### src/rtl/muldiv_unit.sv
// -----------------------------------------------------------------------------
// muldiv_unit
//   Iterative RV32M multiply/divide unit sitting beside the single-cycle ALU in
//   the execute stage. Multiplies use radix-2 shift-add into a 2N-bit product.
//   Divides use restoring division, one quotient bit per cycle.
//   Divide-by-zero and signed overflow bypass the iteration and complete one
//   cycle after acceptance.
//
//   Optional build macro: MULDIV_EARLY_OUT_EN
//     When defined, a multiply leaves CALC as soon as the remaining multiplier
//     magnitude bits are all zero. A zero multiplier skips CALC entirely.
//     Divides are unaffected.
//
// Ports
//   clk     : clock; all state updates on the rising edge
//   rst_n   : synchronous active-low reset
//   start   : request a new operation; honoured only while ready=1
//   flush   : abort the in-flight operation; wins over start
//   op      : 0 MUL, 1 MULH, 2 MULHSU, 3 MULHU, 4 DIV, 5 DIVU, 6 REM, 7 REMU
//   a, b    : rs1 / rs2 operands
//   ready   : high in IDLE and DONE
//   busy    : high in CALC and FIX
//   done    : one-cycle pulse, result valid
//   result  : registered result, held until the next accepted start
//   status  : {n, z} flags of result
// -----------------------------------------------------------------------------
module muldiv_unit #(
  parameter int N = 32
) (
  input  logic         clk,
  input  logic         rst_n,
  input  logic         start,
  input  logic         flush,
  input  logic [2:0]   op,
  input  logic [N-1:0] a,
  input  logic [N-1:0] b,
  output logic         ready,
  output logic         busy,
  output logic         done,
  output logic [N-1:0] result,
  output logic [1:0]   status
);

  localparam int CW = $clog2(N + 1);

  localparam logic [2:0] OP_MUL    = 3'd0;
  localparam logic [2:0] OP_MULH   = 3'd1;
  localparam logic [2:0] OP_MULHSU = 3'd2;
  localparam logic [2:0] OP_MULHU  = 3'd3;
  localparam logic [2:0] OP_DIV    = 3'd4;
  localparam logic [2:0] OP_DIVU   = 3'd5;
  localparam logic [2:0] OP_REM    = 3'd6;
  localparam logic [2:0] OP_REMU   = 3'd7;

  typedef enum logic [1:0] {
    S_IDLE = 2'd0,
    S_CALC = 2'd1,
    S_FIX  = 2'd2,
    S_DONE = 2'd3
  } state_e;

  // Two's complement negation of an N-bit value.
  function automatic logic [N-1:0] neg_n(input logic [N-1:0] x);
    return ~x + {{(N-1){1'b0}}, 1'b1};
  endfunction

  // Two's complement negation of a 2N-bit value.
  function automatic logic [2*N-1:0] neg_2n(input logic [2*N-1:0] x);
    return ~x + {{(2*N-1){1'b0}}, 1'b1};
  endfunction

  // ALU-compatible {negative, zero} flags.
  function automatic logic [1:0] flags_of(input logic [N-1:0] x);
    return {x[N-1], (x == {N{1'b0}})};
  endfunction

  state_e           state_q,  state_d;
  logic [2:0]       op_q,     op_d;
  logic             neg_a_q,  neg_a_d;
  logic             neg_b_q,  neg_b_d;
  logic [CW-1:0]    count_q,  count_d;
  logic [2*N-1:0]   prod_q,   prod_d;
  logic [2*N-1:0]   mcand_q,  mcand_d;
  logic [N-1:0]     mplier_q, mplier_d;
  logic [N:0]       rem_q,    rem_d;
  logic [N-1:0]     quo_q,    quo_d;
  logic [N-1:0]     dvsr_q,   dvsr_d;
  logic [N-1:0]     result_q, result_d;
  logic [1:0]       status_q, status_d;
  logic             ready_q,  ready_d;
  logic             busy_q,   busy_d;
  logic             done_q,   done_d;

  // Acceptance-time operand conditioning
  logic             sgn_a_s, sgn_b_s, neg_a_s, neg_b_s;
  logic [N-1:0]     abs_a_s, abs_b_s;
  logic             b_zero_s, ovf_s, fast_s;
  logic [N-1:0]     fast_res_s;
  logic             accept_early_s, calc_early_s;

  // Iteration datapath
  logic [2*N-1:0]   mul_add_s;
  logic [N+1:0]     rem_sh_s, diff_s;
  logic             ge_s;

  // Final sign correction / result select
  logic [2*N-1:0]   prod_fix_s;
  logic [N-1:0]     quo_fix_s, rem_fix_s, fix_res_s;

  // Which operands are interpreted as signed for the requested op.
  always_comb begin
    sgn_a_s = 1'b0;
    sgn_b_s = 1'b0;
    case (op)
      OP_MULH, OP_DIV, OP_REM: begin
        sgn_a_s = 1'b1;
        sgn_b_s = 1'b1;
      end
      OP_MULHSU: begin
        sgn_a_s = 1'b1;
        sgn_b_s = 1'b0;
      end
      default: begin
        sgn_a_s = 1'b0;
        sgn_b_s = 1'b0;
      end
    endcase
  end

  assign neg_a_s  = sgn_a_s & a[N-1];
  assign neg_b_s  = sgn_b_s & b[N-1];
  assign abs_a_s  = neg_a_s ? neg_n(a) : a;
  assign abs_b_s  = neg_b_s ? neg_n(b) : b;
  assign b_zero_s = (b == {N{1'b0}});
  // Only the signed divide/remainder can overflow: most-negative / -1.
  assign ovf_s    = ((op == OP_DIV) || (op == OP_REM)) &&
                    (a == {1'b1, {(N-1){1'b0}}}) && (b == {N{1'b1}});
  assign fast_s   = op[2] & (b_zero_s | ovf_s);

  // Fast-path result: x/0 = all ones, x%0 = x, overflow quotient = a, remainder = 0.
  always_comb begin
    fast_res_s = {N{1'b0}};
    case (op)
      OP_DIV, OP_DIVU: fast_res_s = b_zero_s ? {N{1'b1}} : a;
      OP_REM, OP_REMU: fast_res_s = b_zero_s ? a : {N{1'b0}};
      default:         fast_res_s = {N{1'b0}};
    endcase
  end

`ifdef MULDIV_EARLY_OUT_EN
  // Exit once the multiplier bits still to be consumed after this step are zero.
  assign calc_early_s   = ~op_q[2] & (mplier_q[N-1:1] == {(N-1){1'b0}});
  assign accept_early_s = ~op[2] & (abs_b_s == {N{1'b0}});
`else
  assign calc_early_s   = 1'b0;
  assign accept_early_s = 1'b0;
`endif

  assign mul_add_s = prod_q + (mplier_q[0] ? mcand_q : {(2*N){1'b0}});
  // Restoring step: shift in the next dividend bit, trial-subtract the divisor;
  // the top bit of the difference is the borrow.
  assign rem_sh_s  = {rem_q, quo_q[N-1]};
  assign diff_s    = rem_sh_s - {2'b00, dvsr_q};
  assign ge_s      = ~diff_s[N+1];

  assign prod_fix_s = (neg_a_q ^ neg_b_q) ? neg_2n(prod_q) : prod_q;
  assign quo_fix_s  = (neg_a_q ^ neg_b_q) ? neg_n(quo_q) : quo_q;
  assign rem_fix_s  = neg_a_q ? neg_n(rem_q[N-1:0]) : rem_q[N-1:0];

  // Select the architectural result for the latched op.
  always_comb begin
    fix_res_s = {N{1'b0}};
    case (op_q)
      OP_MUL:                      fix_res_s = prod_fix_s[N-1:0];
      OP_MULH, OP_MULHSU, OP_MULHU: fix_res_s = prod_fix_s[2*N-1:N];
      OP_DIV, OP_DIVU:             fix_res_s = quo_fix_s;
      OP_REM, OP_REMU:             fix_res_s = rem_fix_s;
      default:                     fix_res_s = {N{1'b0}};
    endcase
  end

  // Next-state and datapath control.
  always_comb begin
    state_d  = state_q;
    op_d     = op_q;
    neg_a_d  = neg_a_q;
    neg_b_d  = neg_b_q;
    count_d  = count_q;
    prod_d   = prod_q;
    mcand_d  = mcand_q;
    mplier_d = mplier_q;
    rem_d    = rem_q;
    quo_d    = quo_q;
    dvsr_d   = dvsr_q;
    result_d = result_q;
    status_d = status_q;

    case (state_q)
      S_IDLE, S_DONE: begin
        if (flush) begin
          state_d = S_IDLE;
        end else if (start) begin
          op_d     = op;
          neg_a_d  = neg_a_s;
          neg_b_d  = neg_b_s;
          count_d  = CW'(N);
          prod_d   = {(2*N){1'b0}};
          mcand_d  = {{N{1'b0}}, abs_a_s};
          mplier_d = abs_b_s;
          rem_d    = {(N+1){1'b0}};
          quo_d    = abs_a_s;
          dvsr_d   = abs_b_s;
          if (fast_s) begin
            result_d = fast_res_s;
            status_d = flags_of(fast_res_s);
            state_d  = S_DONE;
          end else if (accept_early_s) begin
            state_d = S_FIX;
          end else begin
            state_d = S_CALC;
          end
        end else begin
          state_d = S_IDLE;
        end
      end

      S_CALC: begin
        if (flush) begin
          state_d = S_IDLE;
        end else begin
          count_d = count_q - CW'(1);
          if (op_q[2]) begin
            rem_d = ge_s ? diff_s[N:0] : rem_sh_s[N:0];
            quo_d = {quo_q[N-2:0], ge_s};
          end else begin
            prod_d   = mul_add_s;
            mcand_d  = {mcand_q[2*N-2:0], 1'b0};
            mplier_d = {1'b0, mplier_q[N-1:1]};
          end
          if ((count_q == CW'(1)) || calc_early_s) begin
            state_d = S_FIX;
          end else begin
            state_d = S_CALC;
          end
        end
      end

      S_FIX: begin
        if (flush) begin
          state_d = S_IDLE;
        end else begin
          result_d = fix_res_s;
          status_d = flags_of(fix_res_s);
          state_d  = S_DONE;
        end
      end

      default: begin
        state_d = S_IDLE;
      end
    endcase
  end

  // Handshake outputs are registered from the next state.
  always_comb begin
    ready_d = (state_d == S_IDLE) || (state_d == S_DONE);
    busy_d  = (state_d == S_CALC) || (state_d == S_FIX);
    done_d  = (state_d == S_DONE);
  end

  // State and datapath registers with synchronous active-low reset.
  always_ff @(posedge clk) begin
    if (!rst_n) begin
      state_q  <= S_IDLE;
      op_q     <= 3'd0;
      neg_a_q  <= 1'b0;
      neg_b_q  <= 1'b0;
      count_q  <= {CW{1'b0}};
      prod_q   <= {(2*N){1'b0}};
      mcand_q  <= {(2*N){1'b0}};
      mplier_q <= {N{1'b0}};
      rem_q    <= {(N+1){1'b0}};
      quo_q    <= {N{1'b0}};
      dvsr_q   <= {N{1'b0}};
      result_q <= {N{1'b0}};
      status_q <= 2'b01;
      ready_q  <= 1'b1;
      busy_q   <= 1'b0;
      done_q   <= 1'b0;
    end else begin
      state_q  <= state_d;
      op_q     <= op_d;
      neg_a_q  <= neg_a_d;
      neg_b_q  <= neg_b_d;
      count_q  <= count_d;
      prod_q   <= prod_d;
      mcand_q  <= mcand_d;
      mplier_q <= mplier_d;
      rem_q    <= rem_d;
      quo_q    <= quo_d;
      dvsr_q   <= dvsr_d;
      result_q <= result_d;
      status_q <= status_d;
      ready_q  <= ready_d;
      busy_q   <= busy_d;
      done_q   <= done_d;
    end
  end

  assign ready  = ready_q;
  assign busy   = busy_q;
  assign done   = done_q;
  assign result = result_q;
  assign status = status_q;

endmodule

### config.mk
export PLATFORM = sky130hd
export DESIGN_NAME = muldiv_unit
export DESIGN_NICKNAME = d
export VERILOG_FILES = /design/src/rtl/muldiv_unit.sv
export SDC_FILE = /design/constraint.sdc
export NUM_CORES = 1
export LEC_CHECK = 0
export CAP_MARGIN = 10
export CELL_PAD_IN_SITES_DETAIL_PLACEMENT = 1
export CELL_PAD_IN_SITES_GLOBAL_PLACEMENT = 1
export CORE_MARGIN = 2
export CORE_UTILIZATION = 39
export DETAILED_ROUTE_END_ITERATION = 8
export PLACE_DENSITY_LB_ADDON = 0.05
export SYNTH_ARGS = -nofsm -noshare
export SYNTH_HDL_FRONTEND = slang
export SYNTH_SLANG_ARGS = --single-unit
### constraint.sdc
create_clock -name clk -period 6.3 [get_ports clk]
set_input_delay 1.89 -clock clk [delete_from_list [all_inputs] [get_ports clk]]
set_output_delay 1.89 -clock clk [all_outputs]
set_load 0.02 [all_outputs]
==> out/results.txt <==
WP buf/inv: 2
via count: 23992
r2r startpoint: mplier_q[0]$_SDFFE_PN0P_
syn nets: 3316
sequential share of power: 38.8%
CTS sink cnt: 306
clock power share: 45.3%
die area: 62120 um^2
total wire length: 99150 um
max_slew headroom: 21.93%
pin count of the biggest net entering global routing: 84
Crit path max-delay family: simple AND/OR/NAND/NOR gates
CP Class: in2reg
CP max stage cell: or4b_1
CTS resizes: 0
Routed Antenna Nets: 0
status: completed
DRC Markers: 0
Synth Register Bits: 306
DR WL/cell: 25.24 um
setup TNS: 0 ps
routability congestion estimate: 0.9922
count of final setup violators: 0
final global-route overflow total: 0
CP endpoint kind: flip-flop
critical path's largest stage delay: 680 ps
Int Pwr: 3734 uW
Final nets: 3304
Clk Latency, worst-skew pair: 590 ps
# port buffers: 107
Hold Crit Class: reg2reg
die height: 249.2 um
Sw Ratio: 29.97%
hold path start: mplier_q[18]$_SDFFE_PN0P_
postcts setup bufs: 0
Core Util, Final: 44.71%
CTS tree: yes
Worst EP arrival: 5660 ps
combinational power share: 15.9%
Syn Inst Count: 3137
Yosys warning count: 0
max cap viols: 0
hold_buf cts: 0
vias in the first global route: 23702
Syn Area/Cell: 7.476 um^2
peak supply drop: 0.1778 mV
Detailed Place HPWL: 76710 um
Clock Path Buffers: 3
post-synthesis sequential area ratio: 26.12%
CTS buffer count: 42
DRT Pass-1 Iters: 6
WP data required: 6770 ps
cell chain of the critical path: clkdlybuf4s50_1, nor4_1, nand3_1, or4b_1, nor3b_4, and2_1, o21ai_1, nand2_2, buf_4, o211ai_1, o211a_1
first-pass GRT wire length: 149900 um
worst setup path startpoint: b[4]
final hold violation count: 0
Root Buffer: clkbuf_16
Top Ports: 108
Initial Util: 39.59%
Power Density: 201.3 nW/um^2
Final period util: 82.45%
NetSw: 1598 uW
leak pwr: 0.01001 uW
FMAX: 192.5 MHz
area delta synth->final: 12.93%
GRT Overall Usage: 31.06%
Clock transition at path regs: 60 ps
Cell variety after synth: 81
Final Slew Violations: 0
Rows: 89
Post-synth top flop: dfxtp_1
Detailed Route Iter0 Violations: 1803
Horiz. Die Dim: 249.2 um
async set-reset flop share out of synthesis: 0%
number of flops mapped to enable cells by yosys: 0
initial antenna violation count: 4
CTS H-Tree Depth: 2
core area: 59240 um^2
RSZ-0062 raised after global routing: false
type of origin of the critical path: primary input
layout cells sized above 1: 4.791%
Tmin final: 5194 ps
measured slew at the worst slew-check pin: 1164 ps
cell area after synthesis: 23450 um^2
via density per instance: 6.108
largest fanout on the critical path: 22
Clock Skews: 25.62 ps
[synthesized netlist by cell type, types with 24 or more instances]
library cell / n / area (um^2)
dfxtp_1: 306 / 6126
nor2_1: 301 / 1130
nand2_1: 284 / 1066
o21bai_1: 28 / 210.2
nor2b_1: 119 / 744.5
o41ai_1: 27 / 236.5
xor2_1: 104 / 910.9
o31ai_1: 35 / 262.8
clkbuf_1: 191 / 716.9
ha_1: 106 / 1326
a22oi_1: 97 / 728.2
a21o_1: 48 / 360.4
and2_1: 79 / 494.2
nand3_1: 41 / 205.2
nand4_1: 39 / 244.0
nor3_1: 108 / 540.5
xnor2_1: 151 / 1323
a21boi_0: 41 / 307.8
a31oi_1: 24 / 150.1
or4_1: 30 / 225.2
o211ai_1: 33 / 247.7
a21oi_1: 229 / 1146
or3_1: 26 / 162.7
maj3_1: 33 / 330.3
o21ai_0: 181 / 905.9
inv_1: 97 / 364.1
a211oi_1: 73 / 548.0
nor4_1: 24 / 150.1
mux2i_1: 35 / 350.3
[power by group through the flow]
| stage | registers (uW) | logic, uW | clock network, uW |
|---|---|---|---|
| 2_1_floorplan | 2070 | 535 | 0 |
| 3_3_place_gp | 2100 | 817 | 0 |
| 3_5_place_dp | 2110 | 831 | 0 |
| 4_1_cts | 2070 | 836 | 2470 |
| 5_1_grt | 2070 | 921 | 2540 |
| 6_report | 2070 | 849 | 2420 |
[metal layers]
metal | routed length (um) | track usage [%] | vias to the layer above | share of wire, %
met5 | 16 | 0 | - | 0.016
met3 | 6306 | 5.266 | 153 | 6.4
met4 | 2847 | 9.312 | 2 | 2.9
met2 | 43790 | 49.03 | 650 | 44
li1 | - | - | 11305 | -
met1 | 46190 | 43.18 | 11882 | 47
[flip-flops by register name, summed over array words and instances, names as in the netlist, 2 cells and up]
signal    cells
op_q          3
count_q       6
dvsr_q       32
state_q       2
mplier_q     32
rem_q        33
mcand_q      64
quo_q        32
prod_q       64
result       32
[path summary, 6_finish.rpt]
check	endpoint	slack (ps)	cells past startpoint
max	result[1]$_SDFFE_PN0P_	1110	11
min	mplier_q[18]$_SDFFE_PN0P_	460	2
min reg2reg	mplier_q[18]$_SDFFE_PN0P_	460	2
max reg2reg	prod_q[63]$_SDFFE_PN0P_	1570	12
[area by class of cell]
cell class              count  area [um^2]
fillers                  7221        32760
multi-input cells        2519        16230
flip-flops and latches    306         6127
repair buffers            156         1436
clock buffers              53         1102
well taps                 773        967.2
inverters                 100        375.4
clock inverters            18        244.0
diodes                      3        7.507
[through the flow]
step | cell area (um^2) | setup slack, ps | hold slack, ps | total power (uW) | cells
floorplan | 23450 | 1577 | 434.0 | 2602 | 3137
finish | 26490 | 1106 | 464.7 | 5333 | 3928
detailed placement | 25130 | 577.9 | 454.5 | 2938 | 3854
global placement | 25130 | 652.6 | 449.0 | 2921 | 3854
global route | 26480 | 835.4 | 490.4 | 5532 | 3925
CTS | 26480 | 1195 | 462.1 | 5368 | 3925
[cell families (layout without fill, tap and decap cells)]
family	count (synthesis)	after routing	share of synthesized area, %
and+or+nand+nor	1129	1129	23.68
DFF	306	306	26.12
adders and majority gates	141	141	7.234
other	0	3	0
muxes	36	36	1.542
xor gates and xnor gates	255	255	9.523
buffers and inverters	312	327	5.052
AOI/OAI and AO/OA	958	958	26.85
[layout by cell type (no fill, tap or decap), types with 105 or more instances in the layout]
cell type and instances:
dfxtp_1 305, a21oi_1 228, nand2_1 282, nor2_1 299, o21ai_0 181, clkdlybuf4s50_1 106
nor3_1 107, xnor2_1 150, ha_1 105, nor2b_1 118
[worst reg2reg max path, stage by stage (launching register included)]
cell and delay, ps:
dfxtp_2 730, and2_1 270, ha_1 280, a2111oi_0 420, o21ai_0 310, nand4b_1 210
a21oi_1 170, nor3_1 560, o221ai_1 290, a41oi_1 670, o21ai_0 260, a21o_1 230
a32o_1 230
Power figures use the tool's default switching activity.
